### src/rtl/fifo_packer_pkg.sv
// rtl/fifo_packer_pkg.sv - state encoding and width helper shared by fifo_packer files
package fifo_packer_pkg;

   typedef enum logic {
      S_FILL = 1'b0,
      S_HOLD = 1'b1
   } state_t;

   function automatic int f_log2(input int value);
      int r;
      r = 0;
      for (int i = 0; i < 31; i++) begin
         if ((1 << i) < value) r = i + 1;
      end
      return r;
   endfunction

endpackage

### src/rtl/fifo_packer_lane_reg.sv
// rtl/fifo_packer_lane_reg.sv - one WIDTH-bit lane of the packed word, write-enable plus clear
module fifo_packer_lane_reg #(
   parameter int WIDTH = 32
) (
   input  logic             i_clk,
   input  logic             i_rst,
   input  logic             i_we,
   input  logic             i_clr,
   input  logic [WIDTH-1:0] i_d,
   output logic [WIDTH-1:0] o_q
);

   logic [WIDTH-1:0] r_q;

   always_ff @(posedge i_clk) begin
      if (i_rst || i_clr) begin
         r_q <= '0;
      end else if (i_we) begin
         r_q <= i_d;
      end
   end

   assign o_q = r_q;

endmodule

### src/rtl/fifo_packer.sv
// rtl/fifo_packer.sv - packs 2^RATIO_LOG FWFT FIFO words into one valid/ready output word
// PACKER_FLUSH_EN adds the flush port for emitting partial words.
module fifo_packer
   import fifo_packer_pkg::*;
#(
   parameter int RATIO_LOG = 1,
   parameter int WIDTH     = 32
) (
   input  logic                              CLK,
   input  logic                              RST,
   output logic                              fifo_deq,
   input  logic [WIDTH-1:0]                  fifo_dot,
   input  logic                              fifo_emp,
`ifdef PACKER_FLUSH_EN
   input  logic                              flush,
`endif
   output logic [(1<<RATIO_LOG)*WIDTH-1:0]   out_data,
   output logic [RATIO_LOG:0]                out_cnt,
   output logic                              out_valid,
   input  logic                              out_ready
);

   localparam int RATIO = 1 << RATIO_LOG;
   localparam int CNT_W = f_log2(RATIO) + 1;
   localparam logic [RATIO_LOG-1:0] IDX_LAST = RATIO_LOG'(RATIO - 1);
   localparam logic [CNT_W-1:0]     CNT_FULL = CNT_W'(RATIO);

   state_t               r_state;
   state_t               w_state_nxt;
   logic [RATIO_LOG-1:0] r_idx;
   logic [RATIO_LOG-1:0] w_idx_nxt;
   logic                 r_valid;
   logic                 w_valid_nxt;
   logic [CNT_W-1:0]     r_cnt;
   logic [CNT_W-1:0]     w_cnt_nxt;
   logic [CNT_W-1:0]     w_cnt_cap;
   logic                 w_deq;
   logic                 w_flush;

`ifdef PACKER_FLUSH_EN
   assign w_flush = flush;
`else
   assign w_flush = 1'b0;
`endif

   assign w_deq = ~RST & ~fifo_emp & ((r_state == S_FILL) | out_ready);

   always_comb begin
      w_state_nxt = r_state;
      w_idx_nxt   = r_idx;
      w_valid_nxt = r_valid;
      w_cnt_nxt   = r_cnt;
      // words held once this edge's capture (if any) lands
      w_cnt_cap   = {1'b0, r_idx} + CNT_W'(w_deq);
      case (r_state)
         S_FILL: begin
            if (w_deq) w_idx_nxt = r_idx + 1'b1;
            if (w_deq && (r_idx == IDX_LAST)) begin
               w_state_nxt = S_HOLD;
               w_valid_nxt = 1'b1;
               w_cnt_nxt   = CNT_FULL;
            end else if (w_flush && (w_cnt_cap != '0)) begin
               w_state_nxt = S_HOLD;
               w_valid_nxt = 1'b1;
               w_cnt_nxt   = w_cnt_cap;
               w_idx_nxt   = '0;
            end
         end
         S_HOLD: begin
            if (out_ready) begin
               w_state_nxt = S_FILL;
               w_valid_nxt = 1'b0;
               w_idx_nxt   = w_deq ? RATIO_LOG'(1) : '0;
            end
         end
      endcase
   end

   always_ff @(posedge CLK) begin
      if (RST) begin
         r_state <= S_FILL;
         r_idx   <= '0;
         r_valid <= 1'b0;
         r_cnt   <= '0;
      end else begin
         r_state <= w_state_nxt;
         r_idx   <= w_idx_nxt;
         r_valid <= w_valid_nxt;
         r_cnt   <= w_cnt_nxt;
      end
   end

   // starting a new word at lane 0 wipes the rest so unfilled lanes read zero
   for (genvar i = 0; i < RATIO; i++) begin : g_lane
      logic w_we;
      logic w_clr;
      assign w_we  = w_deq && (r_idx == RATIO_LOG'(i));
      assign w_clr = (i != 0) && w_deq && (r_idx == '0);
      fifo_packer_lane_reg #(.WIDTH(WIDTH)) u_lane (
         .i_clk (CLK),
         .i_rst (RST),
         .i_we  (w_we),
         .i_clr (w_clr),
         .i_d   (fifo_dot),
         .o_q   (out_data[i*WIDTH +: WIDTH])
      );
   end

   assign fifo_deq  = w_deq;
   assign out_valid = r_valid;
   assign out_cnt   = r_cnt;

endmodule

### config.mk
export PLATFORM = sky130hd
export DESIGN_NAME = fifo_packer
export DESIGN_NICKNAME = d
export VERILOG_FILES = /design/src/rtl/fifo_packer_pkg.sv /design/src/rtl/fifo_packer_lane_reg.sv /design/src/rtl/fifo_packer.sv
export SDC_FILE = /design/constraint.sdc
export NUM_CORES = 1
export LEC_CHECK = 0
export CAP_MARGIN = 30
export CELL_PAD_IN_SITES_DETAIL_PLACEMENT = 1
export CELL_PAD_IN_SITES_GLOBAL_PLACEMENT = 1
export CORE_UTILIZATION = 32
export DETAILED_ROUTE_END_ITERATION = 10
export PLACE_DENSITY = 0.76
export REMOVE_ABC_BUFFERS = 1
export SLEW_MARGIN = 40
export SYNTH_ARGS = -nofsm -noshare
export SYNTH_HDL_FRONTEND = slang
export SYNTH_SLANG_ARGS = --single-unit
### constraint.sdc
create_clock -name CLK -period 1.4 [get_ports CLK]
set_clock_uncertainty 0.05 [all_clocks]
set_input_delay 0.28 -clock CLK [delete_from_list [all_inputs] [get_ports CLK]]
set_output_delay 0.28 -clock CLK [all_outputs]
set_load 0.01 [all_outputs]
==> impl_metrics.py, run 1 <==
metrics = {
    "final_layout": {
        "final_util_pct": 51.4,
        "antenna_cells": 0,
        "drive_gt1_share_pct": 15.7,
        "final_nets": 420,
        "synthToLayoutAreaGrowth_pct": 55.6,
    },
    "die": {
        "io_pins": 104,
        "core_mm2": 0.00822,
        "die_area_mm2": 0.00886,
        "die_w_um": 94.1,
        "rows": 33,
        "initial_core_util_pct": 33.0,
        "die_h_um": 94.1,
    },
    "routing": {
        "first_pass_iters": 4,
        "vias": 2666,
        "first_iter_violations": 105,
        "drc": 0,
        "wl_um": 8590,
        "ant_nets": 0,
        "post_drt_wl_per_cell_um": 17.4,
        "vias_per_cell": 5.40,
    },
    "placement": {
        "dpl.hpwl_um": 5580,
        "pre_cts_slack_ns": -0.512,
        "gp_congestion": 0.748,
        "port_buffers": 102,
    },
    "clock_tree": {
        "numCtsBuffers": 9,
        "cts.path.max_buffers": 2,
        "ctsHoldBuffers": 0,
        "root_buffer": "clkbuf_8",
        "clk-insertion-delay-late_ns": 0.34,
        "cts_tree": "built",
        "clock_sinks": 68,
        "path_clk_slew_ns": 0.07,
        "cts_max_level": 3,
    },
    "worst_setup_path": {
        "cp-start-kind": "register",
        "worstPathRequired_ns": 1.07,
        "r2r_setup_slack_ns": 0,
        "crit_arrival_ns": 1.09,
        "crit_fanout": 2,
        "crit_type": "reg2out",
        "worstSetupEndpointType": "primary output",
    },
    "power_and_ir_drop": {
        "p_switching_mw": 1.14,
        "p_sw_share_pct": 27.1,
        "p_total_mw": 4.20,
        "leakage_nw": 1.87,
        "seq_power_share_pct": 50.1,
        "p_per_area_mw_per_mm2": 994,
        "p_int_mw": 3.06,
        "comb_power_share_pct": 16.6,
        "pwr-share-clk_pct": 33.3,
        "peakVddDrop_uv": 355,
    },
    "global_routing": {
        "antenna_found_initial": 0,
        "grt_usage_pct": 20.2,
        "grt_overflow": 0,
        "grt_max_degree": 39,
        "grt_pass1_vias": 2667,
        "grt_pass1_wl_um": 13700,
    },
    "logic_synthesis": {
        "synth_top_area_share_pct": 50.1,
        "ys_warn_count": 0,
        "synth_cell_types": 25,
        "synthCells": 281,
        "avgSynthCellArea_um2": 9.66,
        "ys_seq_elements": 68,
        "syn_area_mm2": 0.00272,
        "synth_largest_area_cell": "dfxtp_1",
        "synthTopCellsByArea": "dfxtp_1 (50%), o211ai_1 (8.8%), o31ai_1 (8.8%)",
        "yosysSeqAreaShare_pct": 50.1,
    },
    "sta": {
        "max_freq_mhz": 703,
        "rsz0062_at_grt": "true",
        "hold_violations": 0,
        "post-route-min-period_ns": 1.42,
        "worst_slack_ns": -0.0233,
        "slew_viol_final": 0,
        "period_share_pct": 102,
        "tns_ns": -0.0233,
        "whs_ns": 0.359,
        "setup_viol": 1,
    },
    "min_path": {
        "hold_path.class": "in2reg",
    },
    "job": {
        "drv_cap": 0,
    },
    "run_status": {
        "violations": "negative setup slack",
        "status": "complete, but fails checks",
    },
}
Yosys cell counts:
cell       instances
buf_1              1
buf_2             12
buf_4              1
buf_6              6
clkbuf_1          15
conb_1             1
dfxtp_1           68
inv_1             34
nand2_1            2
nand2_2            1
nand2b_2           1
nand3_1            2
nand3_2            1
nor2_1             3
nor2b_4            1
o2111a_1           1
o211ai_1          32
o21ai_0           31
o21ai_1            2
o22ai_1            1
o2bb2ai_1          1
o311ai_0          12
o311ai_1          19
o311ai_2           1
o31ai_1           32
power by group through the flow:
stage | clock network (mW) | registers [mW] | logic, mW
floorplan | 0 | 2.21 | 0.153
global placement | 0 | 2.14 | 0.702
detailed placement | 0 | 2.15 | 0.718
CTS | 1.43 | 2.10 | 0.683
global route | 1.53 | 2.11 | 0.751
finish | 1.40 | 2.10 | 0.697
routing by layer:
layer  vias up  share of wire [%]  track usage (%)
met4         0                1.2             7.69
met3        13                4.6             3.64
met2        79                 50             34.0
met5         -                  0                0
met1      1308                 44             25.4
li1       1266                  -                -
cell type report:
type | count | area, um2
Timing Repair Buffer | 127 | 1300
Inverter | 34 | 128
Clock buffer | 14 | 153
Tap cell | 105 | 131
Multi-Input combinational cell | 144 | 1140
Fill cell | 930 | 3990
Sequential cell | 68 | 1360
Clock inverter | 2 | 10.0
critical path: stages (launching register included):
cell	delay, ns
dfxtp_2	0.37
nand2b_4	0.07
nand2_2	0.07
inv_1	0.04
clkdlybuf4s15_2	0.21
registers in the layout (all words and copies together), names as in the netlist:
signal	cells
g_lane.u_lane.o_q	64
out_cnt	1
out_valid	1
r_idx	1
r_state	1
kinds of logic after synthesis:
| kind of cell | synth area share [%] |
|---|---|
| flops | 50.1 |
| compound gates | 35.3 |
| buf+inv | 11.9 |
| simple gates | 2.49 |
| other cells | 0.138 |
final timing paths:
kind | start | end | cells after the start
max | r_state | fifo_deq | 4
min | RST | r_state | 3
max reg2reg | r_state | g_lane[0].u_lane.o_q[7] | 6
min reg2reg | g_lane[0].u_lane.o_q[5] | g_lane[0].u_lane.o_q[5] | 2
layout by cell type, fill, tap and decap left out, types with 2 or more instances in the layout:
master and count:
inv_1 33, clkbuf_8 10, clkinv_2 2, o21ai_1 4
o211ai_1 32, dlygate4sd2_1 68, buf_6 3, buf_16 2
dfxtp_2 2, dfxtp_1 66, clkbuf_1 4, o311ai_2 12
o31ai_1 31, o311ai_1 18, nor2_1 2, nand2_1 2
o21ai_0 29, buf_4 10, buf_12 10, nand3_1 2
clkdlybuf4s50_1 32
per-stage QoR:
| stage | instances | cell area [um2] |
|---|---|---|
| 2_1_floorplan | 246 | 2520 |
| 3_3_place_gp | 473 | 3940 |
| 3_5_place_dp | 473 | 3940 |
| 4_1_cts | 492 | 4150 |
| 5_1_grt | 494 | 4230 |
| 6_report | 494 | 4230 |
repair_timing:
| action | CTS | global route |
|---|---|---|
| gates cloned | 2 | 0 |
| setup buffers | 1 | 2 |
| gates resized for setup | 84 | 22 |
| setup endpoints to repair | 78 | 33 |
| pin swaps | 1 | 0 |
Power figures use the tool's default switching activity.
==> run 2: changes to the inputs <==
Settings changed: CAP_MARGIN 30 to 20.
==> results of run 2 <==
Final layout, timing and power as in run 1 (identical DEF).
==> run 3: changes to the inputs <==
Clock period 1.4 ns to 1.35 ns, I/O delays scaled along.
==> impl_metrics.py, run 3 (synthesis gave the netlist of run 1 again) <==
metrics = {
    "run_status": {
        "status": "complete, but fails checks",
        "violations": "negative setup slack",
    },
    "final_layout": {
        "drive_gt1_share_pct": 26.1,
        "largest_reg_flops": 64,
        "final_nets": 426,
        "layout_common_cells": "dlygate4sd2_1 (61), dfxtp_1 (57), inv_1 (33)",
        "final_cells": 499,
        "antenna_cells": 0,
        "design_area_mm2": 0.00473,
        "layout_commonest_cell": "dlygate4sd2_1",
        "synthToLayoutAreaGrowth_pct": 74.2,
        "fillCellCount": 886,
    },
    "power_and_ir_drop": {
        "p_per_area_mw_per_mm2": 971,
        "p_int_mw": 3.27,
        "peakVddDrop_uv": 445,
        "pwr-share-clk_pct": 33.1,
        "leakage_nw": 1.94,
        "comb_power_share_pct": 18.9,
        "seq_power_share_pct": 48.0,
        "p_switching_mw": 1.32,
        "p_sw_share_pct": 28.8,
    },
    "global_routing": {
        "grt_pass1_wl_um": 15000,
        "grt_overflow": 0,
        "grt_pass1_vias": 2850,
        "grt_usage_pct": 22.1,
        "antenna_found_initial": 0,
        "grt_max_degree": 43,
    },
    "worst_setup_path": {
        "worstPathRequired_ns": 1.51,
        "crit_arrival_ns": 1.64,
        "crit_type": "reg2reg",
        "worstSetupEndpointType": "register",
        "cp-start-kind": "register",
        "crit_fanout": 8,
    },
    "die": {
        "die_w_um": 94.1,
        "die_area_mm2": 0.00886,
        "initial_core_util_pct": 33.0,
        "core_mm2": 0.00822,
        "io_pins": 104,
        "die_h_um": 94.1,
        "rows": 33,
    },
    "routing": {
        "post_drt_wl_per_cell_um": 19.9,
        "wl_um": 9940,
        "first_pass_iters": 4,
        "ant_nets": 0,
        "vias_per_cell": 5.47,
        "vias": 2729,
        "first_iter_violations": 51,
        "drc": 0,
    },
    "sta": {
        "tightest_slew_ns": 0.570,
        "slew_viol_final": 0,
        "post-route-min-period_ns": 1.48,
        "hold_violations": 0,
        "relSlewSlack_pct": 62.0,
        "period_share_pct": 110,
        "rsz0062_at_grt": "true",
        "worst_slack_ns": -0.133,
        "setup_viol": 43,
        "max_freq_mhz": 674,
    },
    "clock_tree": {
        "clk-insertion-delay-late_ns": 0.34,
        "numCtsBuffers": 9,
        "cts.path.max_buffers": 2,
        "cts_max_level": 3,
        "root_buffer": "clkbuf_8",
        "path_clk_slew_ns": 0.07,
        "clock_sinks": 68,
        "cts_tree": "built",
        "ctsHoldBuffers": 0,
    },
    "placement": {
        "port_buffers": 102,
        "placed_cell_area_mm2": 0.00396,
        "gp_congestion": 0.753,
        "place_inst": 475,
        "dpl.hpwl_um": 5370,
    },
    "job": {
        "drv_cap": 0,
    },
    "min_path": {
        "hold_path.class": "in2reg",
    },
}
==> run 3: cell types whose count changed in the layout (fill, tap and decap cells not counted), sizes merged <==
cell | before | now
buf | 26 | 30
clkbuf | 14 | 17
clkdlybuf4s15 | 1 | 5
dlygate4sd2 | 68 | 61
dlymetal6s2s | 0 | 1
==> run 3: cell type report <==
class / instances / area (um2) / share of cell area, %
Clock buffer: 13 / 159 / 3.36
Clock inverter: 2 / 10.0 / 0.212
Inverter: 34 / 128 / 2.70
Multi-Input combinational cell: 144 / 1470 / 31.0
Sequential cell: 68 / 1380 / 29.1
Tap cell: 105 / 131 / 2.78
Timing Repair Buffer: 133 / 1460 / 30.8
==> run 3: path summary, 6_finish.rpt <==
check	from	endpoint	slack, ns	depth (start not counted)
setup / recovery	r_state	g_lane[0].u_lane.o_q[17]	-0.13	6
setup reg to reg	r_state	g_lane[0].u_lane.o_q[17]	-0.13	6
hold reg to reg	out_cnt[1]	out_cnt[1]	0.42	1
hold / removal	RST	r_state	0.25	3
==> run 3: critical path, stage by stage (launching register included) <==
cell	delay (ns)
dfxtp_4	0.36
buf_6	0.11
nor2b_4	0.13
buf_12	0.15
buf_16	0.15
o311ai_2	0.25
o31ai_1	0.14
==> run 3: per-stage QoR <==
stage	setup WS, ns	total power, mW	hold slack [ns]	utilization [%]	setup TNS (ns)
floorplan	-1.04	2.45	0.335	-	-52.67
detailed placement	-0.526	2.97	0.400	48.2	-20.52
finish	-0.133	4.59	0.254	57.6	-2.37
global route	-0.219	4.78	0.257	57.6	-5.26
CTS	-0.180	4.51	0.423	54.9	-1.81
global placement	-0.513	2.95	0.403	48.2	-17.86
==> run 3: metal layers <==
metal	GRT usage, %	part of all wire [%]
met3	4.21	4.2
met1	26.8	43
met4	7.56	1.5
met5	0	0
met2	38.6	52
==> run 3: power by group through the flow <==
stage	combinational, mW	clock, mW	sequential, mW
after global routing	0.927	1.64	2.21
final	0.870	1.52	2.20
after floorplan	0.159	0	2.29
after CTS	0.797	1.52	2.19
after detailed placement	0.749	0	2.22
after global placement	0.733	0	2.22
==> run 3: timing repair <==
action	4_1_cts	5_1_grt
gates cloned	5	2
setup endpoints to repair	87	67
setup buffers	4	0
endpoints found under the hold margin	0	0
gates resized for setup	148	53
pin swaps	2	2
